[src/rtl/out_capture_fifo.sv]
// Capture FIFO for CPU output words: buffers up to DEPTH show-ahead entries, stops
// accepting after MAXCOUNT words and reports done once the buffer has drained.
module out_capture_fifo #(
    parameter int DATAWIDTH = 25,
    parameter int DEPTH     = 16,
    parameter int MAXCOUNT  = 2500
) (
    input  logic                     clock,
    input  logic                     reset,
    input  logic                     outFlag,
    input  logic [DATAWIDTH-1:0]     out,
    input  logic                     rdReady,
    output logic                     rdValid,
    output logic [DATAWIDTH-1:0]     rdData,
    output logic [$clog2(DEPTH):0]   count,
    output logic                     full,
    output logic                     overflow,
    output logic [15:0]              captured,
    output logic                     done
);

    localparam int AW = $clog2(DEPTH);
    localparam logic [AW:0] DEPTH_C   = (AW+1)'(DEPTH);
    localparam logic [15:0] LAST_WORD = 16'(MAXCOUNT - 1);

    typedef enum logic [1:0] {CAPTURE, DRAIN, FINISHED} state_t;

    state_t               state_reg, state_next;
    logic [DATAWIDTH-1:0] mem [DEPTH];
    logic [AW-1:0]        wr_ptr_reg, rd_ptr_reg;
    logic [AW:0]          count_reg, count_next;
    logic [15:0]          captured_reg;
    logic                 overflow_reg;
    logic                 push, pop, drop;

    assign full    = (count_reg == DEPTH_C);
    assign rdValid = (count_reg != '0);
    assign pop     = rdValid && rdReady;
    assign push    = outFlag && (state_reg == CAPTURE) && (!full || pop);
    assign drop    = outFlag && (state_reg == CAPTURE) && full && !pop;

    assign count_next = count_reg + {{AW{1'b0}}, push} - {{AW{1'b0}}, pop};

    // Storage is deliberately left out of reset; it is unobservable while empty.
    always_ff @(posedge clock) begin
        if (push) begin
            mem[wr_ptr_reg] <= out;
        end
    end

    assign rdData = mem[rd_ptr_reg];

    always_ff @(posedge clock or posedge reset) begin
        if (reset) begin
            wr_ptr_reg   <= '0;
            rd_ptr_reg   <= '0;
            count_reg    <= '0;
            captured_reg <= '0;
            overflow_reg <= 1'b0;
            state_reg    <= CAPTURE;
        end else begin
            if (push) begin
                wr_ptr_reg   <= wr_ptr_reg + AW'(1);
                captured_reg <= captured_reg + 16'd1;
            end
            if (pop) begin
                rd_ptr_reg <= rd_ptr_reg + AW'(1);
            end
            if (drop) begin
                overflow_reg <= 1'b1;
            end
            count_reg <= count_next;
            state_reg <= state_next;
        end
    end

    // Drain completes on the edge where occupancy (after this cycle's pop) reaches zero.
    always_comb begin
        state_next = state_reg;
        case (state_reg)
            CAPTURE:  if (push && captured_reg == LAST_WORD) state_next = DRAIN;
            DRAIN:    if (count_next == '0) state_next = FINISHED;
            FINISHED: state_next = FINISHED;
            default:  state_next = CAPTURE;
        endcase
    end

    assign count    = count_reg;
    assign overflow = overflow_reg;
    assign captured = captured_reg;
    assign done     = (state_reg == FINISHED);

endmodule

[config.mk]
export PLATFORM = sky130hd
export DESIGN_NAME = out_capture_fifo
export DESIGN_NICKNAME = d
export VERILOG_FILES = /design/src/rtl/out_capture_fifo.sv
export SDC_FILE = /design/constraint.sdc
export NUM_CORES = 1
export LEC_CHECK = 0
export CORE_ASPECT_RATIO = 0.5
export CORE_MARGIN = 4
export CORE_UTILIZATION = 34
export DETAILED_ROUTE_END_ITERATION = 7
export PLACE_DENSITY_LB_ADDON = 0.2
export SYNTH_ARGS = -nofsm -noshare
export SYNTH_HDL_FRONTEND = slang
export SYNTH_SLANG_ARGS = --single-unit
[constraint.sdc]
create_clock -name clock -period 3.05 [get_ports clock]
set_input_delay 0.61 -clock clock [delete_from_list [all_inputs] [get_ports clock]]
set_output_delay 0.61 -clock clock [all_outputs]
set_load 0.005 [all_outputs]
==> flow_metrics.tcl <==
set metrics [dict create \
    cts_max_path_buffers 3 \
    post_drt_via_cell_ratio 5.065 \
    synth-seq-cells 432 \
    number_of_clock_sinks 432 \
    synth_cells 729 \
    tritoncts "yes" \
    worstPathRequired_ps 2440 \
    max_freq_ghz 0.3070 \
    postSynthNetCount 774 \
    pre_cts_ws_ps -220.9 \
    yosysMostFrequentCell "edfxtp_1" \
    critical_path.max_stage_delay_ps 530 \
    core_region_area_sq_um 48640 \
    finalHoldViolations 0 \
    critPathSlowestCell "dfrtp_4" \
    row_count 57 \
    power.static_leakage_uw 0.006856 \
    die_x_um 322.2 \
    post-layout-total-power_uw 19110 \
    placed_area_sq_um 19040 \
    full_die_area_sq_um 53180 \
    yosys_most_used_dff "edfxtp_1" \
    drt_pre_antenna_iters 5 \
    synth_cell_types 39 \
    gp_congestion 0.7407 \
    routedWlPerCell_um 23.76 \
    grt_remaining_overflow 0 \
    post-synth-top-area-cell "edfxtp_1" \
    grt_start_max_net_pins 33 \
    final.period_utilization 1.068 \
    unrepaired_setup_endpoints_after_global_routing "yes" \
    setup_ws_ps -207.8 \
    pwr_density_cell_nw_per_um2 918.9 \
    postSynth.asyncResetShare 0.07407 \
    synth_enable_flop_cells 400 \
    portBuffers 78 \
    drt_wl_total_mm 37.85 \
    syn_to_final_growth_pct 23.97 \
    detailroute.via_count 8068 \
    max_cap_violations 0 \
    largest_reg_flops 400 \
    initialDrtViolationCount 731 \
    synth_top_area_frac 0.7159 \
    layout-drive-gt1-share 0.3358 \
    max_slew.worst_pin.slew_ps 558.3 \
    finalMaxSlewViolations 0 \
    cts_htree_levels 2 \
    ctsRootBufferMaster "clkbuf_16" \
    period_needed_ps 3258 \
    path_max_fanout 8 \
    syn_avg_cell_area_sq_um 23.02 \
    critPathLaunchType "flop" \
    run_status "finished, violations left" \
    antenna_violations_before_repair 0 \
    max-slew-margin-rel 0.6267 \
    post-route-drc-count 0 \
    grt_pass1_vias 8546 \
    insertedDiodeCount 0 \
    setup.worst_path.class "flop to output port" \
    grt_usage 0.1450 \
    start_util 0.3450 \
    setup.worst_path.end_class "output port" \
    final_nets 959 \
    worst-path-buf-inv 4 \
    violations "setup timing" \
    yosys_warnings 0 \
    grt_first_pass_wirelength_mm 56.31 \
    hp-class "flop to flop" \
    fp.dieH_um 165.1 \
    synth_area_sq_um 16780 \
    fin_util 0.4277 \
    stdcell_area_sq_um 20800 \
    post_synth_most_frequent_cells "edfxtp_1 (400), mux4_2 (125), dfrtp_1 (32)" \
    critical_path_depth 6 \
    critPathArrivalTime_ps 2650 \
    setup_tns_ps -3438 \
    post_cts_hold_buffer_count 0 \
    cts_buffers 41 \
    crit_path_frequent_cell "buf_12" \
    antenna_violating_nets_left 0 \
    cp_top_family "multiplexers" \
    skew_ps 16.98 \
    cts.clk_slew.worst_paths_ps 70 \
    worstHoldPathCells 1 \
    crit_chain "buf_12 > buf_12 > buf_12 > mux4_2 > mux4_2 > buf_2" \
    synth.area.top_cells "edfxtp_1 (72%), mux4_2 (17%), dfrtp_1 (4.8%)" \
    place_hpwl_mm 19.24 \
    clk_latency_ps 550 \
    ioPinCount 79 \
    worst_ir_drop_vdd_v 0.0004911 \
    worst-r2r-cell-count 12 \
    ys_seq_area_frac 0.7636 \
    setup-violations-final 24 \
]
-- worst reg2reg max path: cells and delay by family (launching register included) --
family	cells	cell delay [ps]
simple gates	3	1010
compound gates	3	530
flops	1	400
fa+ha+maj	3	850
buf+inv	3	170
-- power by group --
group	switching [uW]	internal (uW)	total (uW)
registers	329	7170	7500
clock network	2130	2700	4830
logic	2900	3880	6790
-- metal layers --
metal,up-vias,track usage,part of all wire
met4,0,0.02816,0.014
met2,197,0.2372,0.48
met1,4379,0.2069,0.46
met3,41,0.02606,0.048
met5,-,0,0
li1,3451,-,-
-- worst paths after layout --
check                                          startpoint                         to  slack (ps)
worst max register to register         count[3]$_DFF_PP0_   state_reg[1]$_DFFE_PP0P_           0
worst min register to register       overflow$_DFFE_PP0P_       overflow$_DFFE_PP0P_         470
max in group asynchronous                           reset  rd_ptr_reg[0]$_DFFE_PP0N_        2220
worst max-delay path            rd_ptr_reg[0]$_DFFE_PP0N_                  rdData[6]        -210
min in group asynchronous                           reset  rd_ptr_reg[3]$_DFFE_PP0N_         490
worst min-delay path                 overflow$_DFFE_PP0P_       overflow$_DFFE_PP0P_         470
-- timing repair --
item,4_1_cts,5_1_grt
cloned,6,0
setup buffers,31,9
pin swaps,9,4
gates resized for setup,138,20
endpoints found under the setup margin,27,27
-- cell type report --
class	instances	area, sq um
clock inverter	21	167.7
inverter	12	45.04
tap	649	812.0
fill	4224	27840
sequential	432	12820
clock buffer	52	1089
multi-input combinational	254	3836
timing repair buffer	173	2031
-- logic make-up after synthesis --
group,share of synthesized area
flops,0.7636
mux,0.1678
simple gates,0.02446
xor+xnor,0.01305
compound gates,0.006413
fa+ha+maj,0.01238
buf+inv,0.01230
-- metrics by stage --
stage / hold slack (ps) / instances
floorplan: 460.2 / 729
global route: 506.6 / 1593
global placement: 460.3 / 1481
CTS: 484.0 / 1591
detailed placement: 463.3 / 1481
finish: 470.9 / 1593
-- cell usage in the layout (no fill, tap or decap), types with 3 or more instances in the layout --
cell type	instances
edfxtp_1	400
mux4_2	125
clkdlybuf4s50_1	53
clkbuf_16	42
buf_12	38
buf_4	37
dfrtp_1	29
buf_6	29
nand2_1	24
xnor2_1	16
ha_1	13
clkinv_1	13
buf_2	13
clkbuf_1	10
inv_1	8
nand4_1	8
and2_1	8
xor2_1	7
and3_1	7
nor2_1	5
and4_1	5
inv_2	4
nor2b_1	3
clkinv_2	3
No activity file was read; power rests on OpenSTA's default activity.
